==> src/rtl/mips_multicycle_ctrl.sv <==
// Multi-cycle MIPS control FSM driving the shared memory/regfile/ALU datapath.
// Define MIPS_CTRL_PERF_EN to add the Instr_count / Stall_count counters.
module mips_multicycle_ctrl #(
  parameter int STATE_W = 4
) (
  input  logic               Clk,
  input  logic               Rst_n,
  input  logic [5:0]         Opcode,
  input  logic [5:0]         Funct,
  input  logic               Zero,
  input  logic               Mem_ready,
  output logic               PCEn,
  output logic               IorD,
  output logic               MemRead,
  output logic               MemWrite,
  output logic               IRWrite,
  output logic               RegDst,
  output logic               MemtoReg,
  output logic               RegWrite,
  output logic               ALUSrcA,
  output logic [1:0]         ALUSrcB,
  output logic [1:0]         ALUOp,
  output logic [1:0]         PCSrc,
  output logic               Illegal_op,
  output logic [STATE_W-1:0] State
`ifdef MIPS_CTRL_PERF_EN
  ,
  output logic [31:0]        Instr_count,
  output logic [31:0]        Stall_count
`endif
);

  typedef enum logic [3:0] {
    FETCH  = 4'd0,
    DECODE = 4'd1,
    MEMADR = 4'd2,
    MEMRD  = 4'd3,
    MEMWB  = 4'd4,
    MEMWR  = 4'd5,
    RTEXE  = 4'd6,
    ALUWB  = 4'd7,
    BRANCH = 4'd8,
    JUMP   = 4'd9,
    ADDIEX = 4'd10,
    ADDIWB = 4'd11
  } state_t;

  localparam logic [5:0] OP_R    = 6'h00;
  localparam logic [5:0] OP_LW   = 6'h23;
  localparam logic [5:0] OP_SW   = 6'h2B;
  localparam logic [5:0] OP_BEQ  = 6'h04;
  localparam logic [5:0] OP_J    = 6'h02;
  localparam logic [5:0] OP_ADDI = 6'h08;

  state_t state_q, state_d;
  logic   is_sw_q, is_sw_d;
  logic   rdy;
  logic   pc_write;
  logic   pc_write_cond;

  // Funct feeds the external ALU decoder; the FSM itself never looks at it.
  logic unused_funct;
  assign unused_funct = ^Funct;

  // Handshake is ignored while reset is held so FETCH cannot load IR/PC.
  assign rdy = Mem_ready & Rst_n;

  always_ff @(posedge Clk or negedge Rst_n) begin
    if (!Rst_n) begin
      state_q <= FETCH;
      is_sw_q <= 1'b0;
    end else begin
      state_q <= state_d;
      is_sw_q <= is_sw_d;
    end
  end

  always_comb begin
    state_d       = state_q;
    is_sw_d       = is_sw_q;
    pc_write      = 1'b0;
    pc_write_cond = 1'b0;
    IorD          = 1'b0;
    MemRead       = 1'b0;
    MemWrite      = 1'b0;
    IRWrite       = 1'b0;
    RegDst        = 1'b0;
    MemtoReg      = 1'b0;
    RegWrite      = 1'b0;
    ALUSrcA       = 1'b0;
    ALUSrcB       = 2'b00;
    ALUOp         = 2'b00;
    PCSrc         = 2'b00;
    Illegal_op    = 1'b0;
    unique case (state_q)
      FETCH: begin
        MemRead  = 1'b1;
        ALUSrcB  = 2'b01;
        IRWrite  = rdy;
        pc_write = rdy;
        if (rdy) state_d = DECODE;
      end
      DECODE: begin
        ALUSrcB = 2'b11;
        // lw/sw choice is latched here; Opcode is not trusted later.
        is_sw_d = (Opcode == OP_SW);
        unique case (Opcode)
          OP_LW, OP_SW: state_d = MEMADR;
          OP_R:         state_d = RTEXE;
          OP_BEQ:       state_d = BRANCH;
          OP_J:         state_d = JUMP;
          OP_ADDI:      state_d = ADDIEX;
          default: begin
            Illegal_op = 1'b1;
            state_d    = FETCH;
          end
        endcase
      end
      MEMADR: begin
        ALUSrcA = 1'b1;
        ALUSrcB = 2'b10;
        state_d = is_sw_q ? MEMWR : MEMRD;
      end
      MEMRD: begin
        MemRead = 1'b1;
        IorD    = 1'b1;
        if (rdy) state_d = MEMWB;
      end
      MEMWB: begin
        RegWrite = 1'b1;
        MemtoReg = 1'b1;
        state_d  = FETCH;
      end
      MEMWR: begin
        MemWrite = 1'b1;
        IorD     = 1'b1;
        if (rdy) state_d = FETCH;
      end
      RTEXE: begin
        ALUSrcA = 1'b1;
        ALUOp   = 2'b10;
        state_d = ALUWB;
      end
      ALUWB: begin
        RegWrite = 1'b1;
        RegDst   = 1'b1;
        state_d  = FETCH;
      end
      BRANCH: begin
        ALUSrcA       = 1'b1;
        ALUOp         = 2'b01;
        pc_write_cond = 1'b1;
        PCSrc         = 2'b01;
        state_d       = FETCH;
      end
      JUMP: begin
        pc_write = 1'b1;
        PCSrc    = 2'b10;
        state_d  = FETCH;
      end
      ADDIEX: begin
        ALUSrcA = 1'b1;
        ALUSrcB = 2'b10;
        state_d = ADDIWB;
      end
      ADDIWB: begin
        RegWrite = 1'b1;
        state_d  = FETCH;
      end
      default: state_d = FETCH;
    endcase
    PCEn = pc_write | (pc_write_cond & Zero);
  end

  assign State = STATE_W'(state_q);

`ifdef MIPS_CTRL_PERF_EN
  logic [31:0] instr_cnt_q, instr_cnt_d;
  logic [31:0] stall_cnt_q, stall_cnt_d;
  logic        retire;
  logic        stall;

  always_comb begin
    retire = (state_d == FETCH) &&
             (state_q inside {MEMWB, MEMWR, ALUWB, BRANCH, JUMP, ADDIWB});
    stall  = (state_q inside {FETCH, MEMRD, MEMWR}) && !rdy;
    instr_cnt_d = instr_cnt_q + {31'd0, retire};
    stall_cnt_d = stall_cnt_q + {31'd0, stall};
  end

  always_ff @(posedge Clk or negedge Rst_n) begin
    if (!Rst_n) begin
      instr_cnt_q <= 32'd0;
      stall_cnt_q <= 32'd0;
    end else begin
      instr_cnt_q <= instr_cnt_d;
      stall_cnt_q <= stall_cnt_d;
    end
  end

  assign Instr_count = instr_cnt_q;
  assign Stall_count = stall_cnt_q;
`endif

endmodule

==> config.mk <==
export PLATFORM = sky130hd
export DESIGN_NAME = mips_multicycle_ctrl
export DESIGN_NICKNAME = d
export VERILOG_FILES = /design/src/rtl/mips_multicycle_ctrl.sv
export SDC_FILE = /design/constraint.sdc
export NUM_CORES = 1
export LEC_CHECK = 0
export ABC_AREA = 0
export BUFFER_PORTS_ARGS = -buffer_cell sky130_fd_sc_hd__buf_2
export CAP_MARGIN = 10
export CELL_PAD_IN_SITES_DETAIL_PLACEMENT = 0
export CELL_PAD_IN_SITES_GLOBAL_PLACEMENT = 2
export CORE_MARGIN = 2
export CORE_UTILIZATION = 22
export DETAILED_ROUTE_END_ITERATION = 16
export PLACE_DENSITY_LB_ADDON = 0.25
export SYNTH_ARGS = -nofsm -noshare
export SYNTH_HDL_FRONTEND = slang
export SYNTH_SLANG_ARGS = --single-unit
export TNS_END_PERCENT = 5
==> constraint.sdc <==
create_clock -name Clk -period 2.76 [get_ports Clk]
set_input_delay 0.828 -clock Clk [delete_from_list [all_inputs] [get_ports Clk]]
set_output_delay 0.828 -clock Clk [all_outputs]
set_load 0.03 [all_outputs]
==> flow_metrics.tcl <==
set metrics [dict create \
    report.final.setup_viol 0 \
    yosys.area.top_type_share_pct 21.6 \
    p_leak_nw 0.371 \
    hold_buffers 0 \
    syn_avg_cell_area_um2 7.44 \
    fin_skew_ns 0.00135 \
    r2r-start "State[2]$_DFFE_PN0P_" \
    post_drt_wl_per_cell_um 12.1 \
    synthTopCellsByCount "14 x nor2_1, 9 x nor3_1, 6 x nand2_1, 6 x nand2b_1, 5 x dfrtp_1" \
    synthMuxAreaShare_pct 0 \
    start_kind "primary input" \
    cts_buffers 3 \
    holdCritPathClass "primary input to async pin" \
    insertion_delay_ns 0.24 \
    grt_max_degree 16 \
    hold_viol 0 \
    overflow 0 \
    drv_slew 0 \
    fin_total_pwr_uw 704 \
    dieArea_um2 3070 \
    num_vias 678 \
    synth.distinct_cells 33 \
    drc 0 \
    timing.final.crit_share_pct 97.2 \
    ys_ff_latch 5 \
    multi_input_area_um2 397 \
    grt_pass1_wl_mm 2.86 \
    r2r_cells 4 \
    synth_top_family_by_area "simple AND/OR/NAND/NOR gates" \
    vdd_drop_max_mv 0.379 \
    max_slew_margin_pct 79.4 \
    ys.flop_type "dfrtp_1" \
    end_kind "primary output" \
    drt_pass1_iterations 4 \
    synth.most_common_cell "nor2_1" \
    synth_xor_area_share_pct 3.02 \
    critPathMaxFanout 4 \
    tightest_slew_ns 0.307 \
    rsz0062_at_grt "false" \
    drtIter0Drc 12 \
    cts.repair.resized 0 \
    crit_type "primary input to primary output" \
    initial_core_util_pct 23.2 \
    whs_ns 0.400 \
    area_growth_pct 34.3 \
    fmax_mhz 373 \
    ys_async_sr_fraction_pct 100 \
    synth_compound_area_share_pct 22.0 \
    die_height_um 55.4 \
    die_w_um 55.4 \
    final_antenna_net_count 0 \
    routabilityCongestion 0.723 \
    yosys.area_share.simple_pct 43.3 \
    ctsRootBufferMaster "clkbuf_4" \
    min_period_ns 2.68 \
    fill_cells 291 \
    maxCapViolCount 0 \
    synthAdderAreaFrac_pct 0 \
    synth_edf_count 0 \
    syn-cell-area_um2 581 \
    status "finished clean" \
    finalSetupTns_ns 0 \
    io_pins 36 \
    regArea_um2 125 \
    antennaDiodeCount 0 \
    clockBufferDepth 2 \
    yosys-top-cells-area "dfrtp_1 22%, nor2_1 9.1%, nor3_1 7.8%" \
    critPathLaunch "Opcode[3]" \
    yosysSeqAreaShare_pct 21.6 \
    synth_nets 94 \
    core-area_um2 2500 \
    cts.sinks 5 \
    synth.largest_area_cell "dfrtp_1" \
    portBuffers 29 \
    grtUsageTotal_pct 11.2 \
    worstPathArrival_ns 1.86 \
    p_per_area_nw_per_um2 903 \
    first_global_vias 652 \
    post-cts-setup-buffer-count 0 \
    via_per_inst 4.81 \
    antenna_found_initial 0 \
    hpwlAfterDp_mm 1.38 \
    cts_tree "built" \
    cts.reportedPaths.clkPinSlew_ns 0.04 \
    htreeDepth 1 \
    row_count 18 \
    drive_gt1_share_pct 40.5 \
    crit_required_ns 1.93 \
    wl_mm 1.70 \
    yosysWarnings 0 \
    final_nets 128 \
    syn_inst 78 \
]
-- per-layer routing --
layer  track usage [%]  vias to the layer above  share of wire (%)
met5                 0                        -                  0
li1                  -                      349                  -
met3              2.81                        0                6.5
met4              3.14                        0                  0
met1              14.1                      306                 46
met2              18.7                       23                 47
-- metrics by stage --
step	utilization, %	instance area (µm²)	std cells	worst slack (ns)
2_1_floorplan	-	581	78	0.00287
3_3_place_gp	30.1	753	137	0.0718
3_5_place_dp	30.1	753	137	0.0719
4_1_cts	31.2	779	141	0.0724
5_1_grt	31.2	779	141	0.0169
6_report	31.2	779	141	0.0765
-- power breakdown --
part           internal [mW]  switching [mW]
combinational          0.175           0.347
sequential            0.0900         0.00712
clock                 0.0546          0.0294
-- cell families after synthesis --
logic type,Yosys count
AOI/OAI and AO/OA,18
xor gates and xnor gates,2
buffers and inverters,7
DFF,5
and+or+nand+nor,46
-- sequential cells by signal, indices dropped and copies added (netlist names) --
name	count
State	4
is_sw_q	1
-- worst max-delay path: stages --
cell	delay [ns]
buf_2	0.12
or4_4	0.53
nor3_1	0.14
nor2_1	0.06
buf_2	0.17
-- layout make-up --
class,count,share of cell area (%)
Timing Repair Buffer,35,24.4
Sequential cell,5,16.1
Tap cell,30,4.82
Inverter,1,0.482
Multi-Input combinational cell,66,50.9
Clock buffer,4,3.37
-- path summary, 6_finish.rpt --
| path | slack [ns] | endpoint |
|---|---|---|
| max | 0.08 | Illegal_op |
| min | 0.40 | is_sw_q$_DFFE_PN0P_ |
| max reg2reg | 1.14 | State[2]$_DFFE_PN0P_ |
| min reg2reg | 0.55 | is_sw_q$_DFFE_PN0P_ |
| max in group asynchronous | 2.22 | State[0]$_DFFE_PN0P_ |
| min in group Clk | 0.55 | is_sw_q$_DFFE_PN0P_ |
-- cell usage in the layout, fill, tap and decap left out, drive strengths merged --
master	synthesis	routed
a211oi	2	2
a21oi	4	4
a32o	1	1
and2	1	1
and2b	2	2
and3	1	1
buf	3	35
clkbuf	3	4
dfrtp	5	5
inv	1	1
nand2	6	6
nand2b	6	6
nor2	14	14
nor3	9	9
nor3b	1	1
nor4	2	2
nor4b	1	1
o211ai	2	2
o21a	1	1
o21ai	3	3
o221ai	1	1
o22a	1	1
o22ai	2	2
o32ai	1	1
or2	1	1
or4	1	1
or4b	1	1
xnor2	1	1
xor2	1	1
Note: power is estimated with default switching activity, not from simulation.
